File: config.mk
export PLATFORM = sky130hd
export DESIGN_NAME = sram_init_arb
export DESIGN_NICKNAME = d
export VERILOG_FILES = /design/src/rtl/sram_init_arb_pkg.sv /design/src/rtl/sram_init_arb.sv
export SDC_FILE = /design/constraint.sdc
export NUM_CORES = 1
export LEC_CHECK = 0
export BUFFER_PORTS_ARGS = -buffer_cell sky130_fd_sc_hd__buf_4
export CORE_AREA = 10 10 358 360
export CTS_CLUSTER_DIAMETER = 150
export CTS_CLUSTER_SIZE = 24
export DETAILED_ROUTE_END_ITERATION = 12
export DIE_AREA = 0 0 368 370
export GPL_TIMING_DRIVEN = 0
export SLEW_MARGIN = 10
export SYNTH_ARGS = -nofsm -noshare
export SYNTH_HDL_FRONTEND = slang
export SYNTH_SLANG_ARGS = --single-unit
File: constraint.sdc
create_clock -name clk_i -period 2.6 [get_ports clk_i]
set_input_delay 0.13 -clock clk_i [delete_from_list [all_inputs] [get_ports clk_i]]
set_output_delay 0.13 -clock clk_i [all_outputs]
set_load 0.02 [all_outputs]
File: src/rtl/sram_init_arb_pkg.sv
// Shared types and helpers for the SRAM init/arbitration stage.
package sram_init_arb_pkg;

    typedef enum logic {
        ST_INIT = 1'b0,
        ST_RUN  = 1'b1
    } state_e;

    // Number of byte-offset address bits below the word index.
    function automatic int log_nr_bytes(input int data_width);
        return $clog2(data_width / 8);
    endfunction

endpackage

File: src/rtl/sram_init_arb.sv
// Owns the SRAM macro port: zero-fills the array after reset, then arbitrates
// between a never-stalling primary port and a req/gnt secondary port.
module sram_init_arb
    import sram_init_arb_pkg::*;
#(
    parameter int                  ADDR_WIDTH = 48,
    parameter int                  DATA_WIDTH = 128,
    parameter int                  NUM_WORDS  = 1024,
    parameter logic [DATA_WIDTH-1:0] INIT_VALUE = '0,
    localparam int                 BE_W       = DATA_WIDTH / 8,
    localparam int                 IDX_W      = $clog2(NUM_WORDS)
) (
    input  logic                  clk_i,
    input  logic                  rst_i,
    input  logic                  reinit_i,
    input  logic                  p_req_i,
    input  logic                  p_we_i,
    input  logic [ADDR_WIDTH-1:0] p_addr_i,
    input  logic [BE_W-1:0]       p_be_i,
    input  logic [DATA_WIDTH-1:0] p_wdata_i,
    output logic [DATA_WIDTH-1:0] p_rdata_o,
    input  logic                  s_req_i,
    output logic                  s_gnt_o,
    input  logic                  s_we_i,
    input  logic [ADDR_WIDTH-1:0] s_addr_i,
    input  logic [BE_W-1:0]       s_be_i,
    input  logic [DATA_WIDTH-1:0] s_wdata_i,
    output logic                  s_rvalid_o,
    output logic [DATA_WIDTH-1:0] s_rdata_o,
    output logic                  init_done_o,
    output logic                  p_err_o,
    output logic                  m_req_o,
    output logic                  m_we_o,
    output logic [IDX_W-1:0]      m_addr_o,
    output logic [BE_W-1:0]       m_be_o,
    output logic [DATA_WIDTH-1:0] m_wdata_o,
    input  logic [DATA_WIDTH-1:0] m_rdata_i,
    output state_e                dbg_state_o
);

    localparam int               LOG_NR_BYTES = log_nr_bytes(DATA_WIDTH);
    localparam logic [IDX_W-1:0] LAST_IDX     = IDX_W'(NUM_WORDS - 1);

    typedef struct packed {
        logic                  req;
        logic                  we;
        logic [IDX_W-1:0]      idx;
        logic [BE_W-1:0]       be;
        logic [DATA_WIDTH-1:0] wdata;
    } sram_req_t;

    state_e           state_q, state_d;
    logic [IDX_W-1:0] cnt_q, cnt_d;
    logic             init_done_q;
    logic             p_err_q;
    logic             s_rd_q;
    logic             s_gnt;
    sram_req_t        m_req;

    // Byte-offset bits and aliased upper bits of the addresses are not used.
    logic unused_addr_bits;
    assign unused_addr_bits = ^{p_addr_i, s_addr_i};

    always_comb begin
        m_req   = '0;
        state_d = state_q;
        cnt_d   = cnt_q;
        s_gnt   = 1'b0;
        unique case (state_q)
            ST_INIT: begin
                m_req.req   = 1'b1;
                m_req.we    = 1'b1;
                m_req.idx   = cnt_q;
                m_req.be    = '1;
                m_req.wdata = INIT_VALUE;
                cnt_d       = cnt_q + IDX_W'(1);
                if (cnt_q == LAST_IDX) begin
                    state_d = ST_RUN;
                end
            end
            ST_RUN: begin
                // Primary first, then a refill request, then the secondary.
                if (p_req_i) begin
                    m_req.req   = 1'b1;
                    m_req.we    = p_we_i;
                    m_req.idx   = p_addr_i[LOG_NR_BYTES +: IDX_W];
                    m_req.be    = p_be_i;
                    m_req.wdata = p_wdata_i;
                end else if (reinit_i) begin
                    state_d = ST_INIT;
                    cnt_d   = '0;
                end else if (s_req_i) begin
                    s_gnt       = 1'b1;
                    m_req.req   = 1'b1;
                    m_req.we    = s_we_i;
                    m_req.idx   = s_addr_i[LOG_NR_BYTES +: IDX_W];
                    m_req.be    = s_be_i;
                    m_req.wdata = s_wdata_i;
                end
            end
            default: ;
        endcase
    end

    always_ff @(posedge clk_i or posedge rst_i) begin
        if (rst_i) begin
            state_q     <= ST_INIT;
            cnt_q       <= '0;
            init_done_q <= 1'b0;
            p_err_q     <= 1'b0;
            s_rd_q      <= 1'b0;
        end else begin
            state_q     <= state_d;
            cnt_q       <= cnt_d;
            init_done_q <= (state_d == ST_RUN);
            p_err_q     <= p_err_q | (p_req_i & (state_q != ST_RUN));
            s_rd_q      <= s_gnt & s_req_i & ~s_we_i;
        end
    end

    assign m_req_o     = m_req.req;
    assign m_we_o      = m_req.we;
    assign m_addr_o    = m_req.idx;
    assign m_be_o      = m_req.be;
    assign m_wdata_o   = m_req.wdata;
    assign s_gnt_o     = s_gnt;
    assign p_rdata_o   = m_rdata_i;
    assign s_rdata_o   = m_rdata_i;
    assign s_rvalid_o  = s_rd_q;
    assign init_done_o = init_done_q;
    assign p_err_o     = p_err_q;
    assign dbg_state_o = state_q;

endmodule

==> results of run 1 <==
==> cell usage after synthesis (all sizes together), types with 3 or more instances <==
master / n / area [sq um]
buf: 279 / 2130
a22o: 131 / 1150
a221o: 23 / 230
clkbuf: 16 / 60.1
dfrtp: 13 / 325
nand2: 9 / 33.8
nor2b: 6 / 37.5
inv: 5 / 18.8
o21ai: 5 / 25.0
and3: 4 / 25.0
o211ai: 4 / 30.0
nor2: 3 / 11.3
==> worst max-delay path: stages (launching register included) <==
cell and delay (ns):
dfrtp_1 0.42, buf_2 0.26, and4bb_4 0.38, buf_6 0.33
buf_6 0.20, a22o_1 0.28, buf_4 0.20
==> logic make-up (layout without fill, tap and decap cells) <==
family | Yosys count | after routing | share of synthesized area (%)
and+or+nand+nor | 36 | 36 | 5.60
other | 0 | 8 | 0
muxes | 1 | 1 | 0.231
adders and majority gates | 1 | 1 | 0.288
AOI/OAI and AO/OA | 175 | 175 | 35.2
xor gates and xnor gates | 1 | 1 | 0.202
buffers and inverters | 301 | 1037 | 51.0
DFF | 13 | 13 | 7.50
==> sequential cells by signal, summed over array words and instances, names as in the netlist <==
signal	flops
cnt_q	10
init_done_o	1
p_err_o	1
s_rvalid_o	1
==> report_power, final <==
part | internal [uW] | total [uW] | leakage, uW | switching [uW]
Sequential | 265 | 364 | 0.000161 | 98.4
Clock | 208 | 306 | 0.0000382 | 97.8
Combinational | 1000 | 1890 | 0.00566 | 889
Total | 1480 | 2560 | 0.00586 | 1090
==> metal layers <==
layer	vias up	part of all wire (%)
met4	26	0.48
met3	75	11
li1	3164	-
met2	566	45
met1	3455	43
met5	-	0.20
==> timing repair <==
item,in CTS,in global routing
endpoints found under the setup margin,39,5
resized for setup,4,1
endpoints found under the hold margin,13,0
cloned,0,0
hold buffers,1,0
==> stage by stage <==
step                      total power (uW)  hold WS, ns  cell area, sq um  setup TNS [ns]
after floorplan                       1230      0.00696              4340               0
after global placement                2270        0.212             11900          -0.107
after detailed placement              2290        0.221             11900         -0.0305
after CTS                             2600       0.0912             12000               0
after global routing                  2690       0.0981             12000               0
final                                 2560       0.0886             12000               0
==> final cells by class <==
cell class / instances / area, sq um
multi-input combinational: 214 / 1800
buffer: 295 / 2190
inverter: 6 / 23.8
timing repair buffer: 732 / 5500
sequential: 13 / 325
antenna: 8 / 20.0
clock buffer: 4 / 78.8
tap: 1625 / 2030
fill: 14200 / 109000
==> how the worst max path moves through the flow <==
stage,start,endpoint,slack (ns),cells past startpoint
after floorplan,init_done_o,m_addr_o[4],0.96,4
after global placement,init_done_o,m_wdata_o[92],-0.03,6
after detailed placement,init_done_o,m_wdata_o[96],-0.01,6
after CTS,init_done_o,m_wdata_o[6],0.03,5
after global routing,init_done_o,m_wdata_o[6],0.008,5
final,init_done_o,m_wdata_o[37],0.11,6
==> run metrics, run 1 <==
# IOs=936; Die H=370 microns; pin count of the biggest net entering global routing=14; r2r endpoint=cnt_q[2]; post-DP HPWL=78,800 microns; Crit path required time=2.47 ns; RSZ-0062 raised after global routing=false; Critical Path Fanout Max=10; max-slew violations=0; Worst EP arrival=2.36 ns; Syn Area/Cell=8.22 sq um; Layout Cells excl Fill=2,897; wire length per cell=28.4 microns; Worst Hold Launch=s_we_i; WHS Endpoint=s_rvalid_o; Net Count, Synth=1,048; # DRC=0; # rows=128; antenna violations before repair=56; grt met3 use=5.25%; Max clock buf depth=2; Net count, final=1,785; DP Cell Count=2,884; post-route ant nets=0; Vias/cell=2.52; Synth Flop Type=dfrtp_1; Initial Util=3.58%; Setup WS post-layout=0.110 ns; layout cells sized above 1=80.7%; CTS tree=built; clock latency on the worst-skew pair=0.25 ns; DR pass1 iterations=4; Yosys cell types=41; vias in the first global route=7,696; final setup fails=0; EDFF count, synth=0; Total Routed Length=82,300 microns; Num CTS Buffers=3; Post-CTS Setup Repair Bufs=0; FF-to-FF path depth=4; FMAX=402 MHz; total core area=0.121 sq mm; Total GRT Usage=11.2%; VDD IR max=0.000286 V; first-pass GRT wire length=98,000 microns; max-cap check violation count=0; Die ar.=0.136 sq mm; critical register-to-register path startpoint=init_done_o; Leak=0.00586 uW; Synth Instances=528; warnings from Yosys=0; CTS root buf=clkbuf_16; Post-Synthesis Cell Area=0.00434 sq mm; grt met2 use=17.9%; CP endpoint kind=primary output; DR vias=7,286; DRC marker count from the first detailed-route iteration=375; Clock transition at path regs=0.05 ns; Die Wd=368 microns; critical path type=reg2out; flop and latch count out of synthesis=13; IO Port Bufs=731; clock sink total=13; most frequent cells in the layout=990 x buf_4, 131 x a22o_1, 23 x a221o_1, 14 x clkbuf_1, 14 x buf_6; HP Class=in2reg; status=completed; gr ovfl total=0; sequential area share after synthesis=7.50%; crit start category=flop; final worst path period share=95.8%; Area Growth Syn to Fin=176%; Worst Hold Depth=2; Rel. slew slack=24.6%; routability congestion estimate=0.862; Slew @ Worst Pin=1.13 ns; layer with the highest usage=met2; Finished Core Util=9.89%; asr flop ratio synth=100%; pwr/cell area=214 mW/mm^2; pre-CTS setup slack=-0.0119 ns; final hold vios=0; Fin Clk Skew=0.00362 ns; Reg2Reg Setup Slack=0.79 ns; GRT met1 Usage=14.3%; post-layout min period=2.49 ns; commonest non-fill, non-tap cell in the layout=buf_4; CTS HTree Levels=1
Note: power is estimated with default switching activity, not from simulation.
==> run 2, diff against run 1 <==
- REMOVE_ABC_BUFFERS: unset -> 1
==> run metrics, run 2 (synthesized netlist as in run 1, its figures left out) <==
setup TNS=0 ns; most frequent cells in the layout=475 x buf_4, 131 x a22o_1, 23 x a221o_1, 12 x dfrtp_1, 9 x nand2_1; pwr/cell area=200 mW/mm^2; commonest non-fill, non-tap cell in the layout=buf_4; HP Class=in2reg; CP dominant cell by count=buf_12; Fin Clk Skew=0.00304 ns; final worst path period share=93.6%; Num CTS Buffers=3; final setup fails=0; CP endpoint kind=primary output; Net count, final=1,241; CP peak stage delay=0.57 ns; DR vias=5,963; Vias/cell=2.53; IO Port Bufs=475; total core area=0.121 sq mm; max reg flops=10; max-slew violations=0; DR pass1 iterations=4; Slew @ Worst Pin=1.15 ns; wire length per cell=48.5 microns; CTS root buf=clkbuf_16; CTS HTree Levels=1; Crit path required time=2.47 ns; CTS tree=built; critical path type=reg2out; sequential cell area=329 sq um; first-pass GRT wire length=128,000 microns; Max clock buf depth=2; post-layout min period=2.43 ns; Total Routed Length=114,000 microns; VDD IR max=0.000324 V; clock sink total=13; Die ar.=0.136 sq mm; final hold vios=0; Initial Util=3.58%; final hold slack=0.0597 ns; antenna violations before repair=86; pin count of the biggest net entering global routing=84; CP top delay family=buffers and inverters; DRC marker count from the first detailed-route iteration=314; routability congestion estimate=0.764; layout cells sized above 1=68.3%; Multi-input gate area=0.00183 sq mm; clock latency on the worst-skew pair=0.24 ns; post-route ant nets=0; # IOs=936; # fillers=14,400; Worst Path Buf+Inv=3; Total GRT Usage=15.9%; Rel. slew slack=22.9%; Die Wd=368 microns; design area=0.00799 sq mm; Clock transition at path regs=0.04 ns; # DRC=0; Leak=0.00329 uW; worst path cell trace=and4bb_4 > buf_12 > buf_12 > nand2_1 > o211ai_1 > buf_4; crit path max-delay cell type=dfrtp_4; RSZ-0062 raised after global routing=false; Critical Path Fanout Max=61; Worst EP arrival=2.30 ns; Die H=370 microns; crit start category=flop; max-cap check violation count=0; Area Growth Syn to Fin=84.3%; gr ovfl total=0; total power=1600 uW; FMAX=411 MHz; Largest Register=cnt_q; Area after DPL=0.00782 sq mm; post-DP HPWL=104,000 microns; vias in the first global route=5,781; Finished Core Util=6.60%; status=completed; # rows=128
[run 2: area by class of cell]
class,count,share of cell area (%)
sequential,13,4.12
timing repair buffer,480,45.9
antenna,9,0.282
clock buffer,4,0.986
multi-input combinational,217,22.9
tap,1625,25.4
inverter,6,0.297
[run 2: timing repair]
action	4_1_cts	5_1_grt
hold endpoints to repair	13	0
setup endpoints to repair	162	0
resized for setup	3	0
hold buffers	1	0
buffers inserted	1	0
[run 2: stage by stage]
step / setup slack (ns) / std cells
after floorplan: -1.29 / 233
after global placement: -3.39 / 2333
after detailed placement: -0.545 / 2336
after CTS: 0.133 / 2345
after global routing: 0.0286 / 2347
final: 0.166 / 2354
[run 2: worst register-to-register path: stages, from the launching register on]
cell	delay, ns
dfrtp_4	0.58
nor2b_1	0.92
o21a_1	0.23
a211o_1	0.09
[run 2: path summary, 6_finish.rpt]
kind,from,cells after the start,end,slack [ns]
worst max-delay path,init_done_o,6,m_addr_o[7],0.17
min in group asynchronous,rst_i,3,p_err_o,0.48
worst min-delay path,s_we_i,2,s_rvalid_o,0.06
max in group asynchronous,rst_i,3,init_done_o,1.72
worst min register to register,p_err_o,1,p_err_o,0.47
worst max register to register,init_done_o,3,cnt_q[8],0.73
[run 2: per-layer routing]
layer | global-route usage [%] | share of wire [%] | wire length, microns | up-vias
li1 | - | - | - | 2081
met1 | 17.5 | 38 | 43800 | 2628
met2 | 20.8 | 36 | 41600 | 1067
met3 | 17.1 | 23 | 26500 | 151
met4 | 1.21 | 1.3 | 1540 | 36
met5 | 4.05 | 0.73 | 835 | -
[run 2: power by group]
group          leakage (uW)  total [uW]  switching (uW)  internal [uW]
clock network     0.0000382         292            85.4            207
registers          0.000159         363            97.0            266
logic               0.00309         947             438            509
==> run 3, diff against run 2 <==
- PLACE_DENSITY: unset -> 0.3
==> run metrics, run 3 (synthesized netlist as in run 1, its figures left out) <==
status=finished, violations left; failing checks=capacitance limit, slew limit; pwr/cell area=208 mW/mm^2; final worst path period share=97.0%; pre-CTS setup slack=-0.425 ns; post-DP HPWL=98,500 microns; switching pwr=689 uW; Largest Register=cnt_q; Area after DPL=0.00783 sq mm; Worst EP arrival=2.39 ns; IO Port Bufs=475; Die H=370 microns; Fin Clk Skew=0.00132 ns; Total Routed Length=108,000 microns; Max clock buf depth=2; routability congestion estimate=0.771; CP peak stage delay=1.16 ns; most frequent cells in the layout=480 x buf_4, 131 x a22o_1, 23 x a221o_1, 12 x dfrtp_1, 9 x nand2_1; wl on met1=39,300 microns; Total GRT Usage=15.0%; Critical Path Fanout Max=13; Crit path required time=2.47 ns; Die Wd=368 microns; post-layout min period=2.52 ns; Net count, final=1,244; # fillers=14,400; DR WL met3=24,600 microns; Reg power frac=22.0%; Rel. slew slack=-0.268%; CTS tree=built; Layout Cells excl Fill=2,356; # rows=128; clock sink total=13; Met2 Routed Length=41,800 microns; CP top delay family=simple AND/OR/NAND/NOR gates; Vias/cell=2.50; Levels on crit path=3; antenna violations before repair=65; crit path max-delay cell type=nor2b_1; max reg flops=10; P_int=981 uW; Initial Util=3.58%; top layer used by detailed routing=met5; switching share of power=41.2%; HP Class=in2reg; Area Growth Syn to Fin=84.7%; Die ar.=0.136 sq mm; total core area=0.121 sq mm; DR vias=5,883; pin count of the biggest net entering global routing=85; DR pass1 iterations=4; CTS root buf=clkbuf_16; design area=0.00801 sq mm; wire length per cell=45.8 microns; RSZ-0062 raised after global routing=false; DP Cell Count=2,336; Setup WS post-layout=0.0769 ns; clock latency on the worst-skew pair=0.24 ns; final hold vios=0; worst setup path startpoint=init_done_o; layout cells sized above 1=68.5%; CTS HTree Levels=1; max-slew violations=3; post-route ant nets=0; max-cap check violation count=1; r2r endpoint=cnt_q[6]; Finished Core Util=6.62%; final setup fails=0; FMAX=396 MHz; Comb pwr share=60.4%; first-pass GRT wire length=122,000 microns; gr ovfl total=0; sequential cell area=329 sq um; VDD IR max=0.000177 V; Multi-input gate area=0.00181 sq mm; Num CTS Buffers=3; CP endpoint kind=primary output; Leak=0.00331 uW; critical path type=reg2out; crit path capture=m_addr_o[6]; vias in the first global route=5,774; # IOs=936; total power=1670 uW; crit start category=flop; Clock transition at path regs=0.05 ns; worst path cell trace=nor2b_1 > a221o_1 > buf_4; DRC marker count from the first detailed-route iteration=328; Worst Path Buf+Inv=1; # DRC=0; critical register-to-register path startpoint=init_done_o; FF-to-FF path depth=3; Slew @ Worst Pin=1.50 ns; Clock Power Share=17.6%; commonest non-fill, non-tap cell in the layout=buf_4; Reg2Reg Setup Slack=0.35 ns
run 3: changes by cell type in the layout (fill, tap and decap cells not counted), sizes merged:
cell | previous run | this run
and4bb | 3 | 1
buf | 479 | 484
diode | 9 | 8
run 3: final cells by class:
class / count / area share [%]
clock buffer: 4 / 0.984
inverter: 6 / 0.297
sequential: 13 / 4.11
tap: 1625 / 25.4
timing repair buffer: 485 / 46.4
multi-input combinational: 215 / 22.6
antenna: 8 / 0.250
run 3: timing repair:
action,in CTS,in global routing
cloned,1,0
hold buffers,1,0
pin swaps,1,1
resized for setup,2,0
buffers inserted,1,5
endpoints found under the setup margin,112,2
endpoints found under the hold margin,13,0
run 3: through the flow:
stage | setup TNS (ns) | hold slack [ns]
after floorplan | -164.41 | 0.00696
after global placement | -469.55 | 0.218
after detailed placement | -7.38 | 0.223
after CTS | 0 | 0.111
after global routing | 0 | 0.102
final | 0 | 0.0998
run 3: power groups by stage:
| stage | Clock (uW) | Combinational [uW] | Sequential (uW) |
|---|---|---|---|
| detailed placement | 0 | 1030 | 370 |
| global route | 312 | 1090 | 379 |
| global placement | 0 | 1020 | 368 |
| finish | 294 | 1010 | 366 |
| CTS | 303 | 1040 | 367 |
| floorplan | 0 | 307 | 341 |
run 3: how the worst min path moves through the flow:
stage	start	endpoint	slack, ns	depth (start not counted)
2_1_floorplan	rst_i	cnt_q[0]	0.007	1
3_3_place_gp	rst_i	s_rvalid_o	0.22	2
3_5_place_dp	rst_i	s_rvalid_o	0.22	2
4_1_cts	s_we_i	s_rvalid_o	0.11	2
5_1_grt	s_we_i	s_rvalid_o	0.10	2
6_report	s_we_i	s_rvalid_o	0.1	2
run 3: routing by layer:
| metal | up-vias | track usage, % |
|---|---|---|
| met5 | - | 4.82 |
| met1 | 2598 | 15.7 |
| li1 | 2085 | - |
| met3 | 129 | 15.8 |
| met2 | 1041 | 20.8 |
| met4 | 30 | 1.24 |
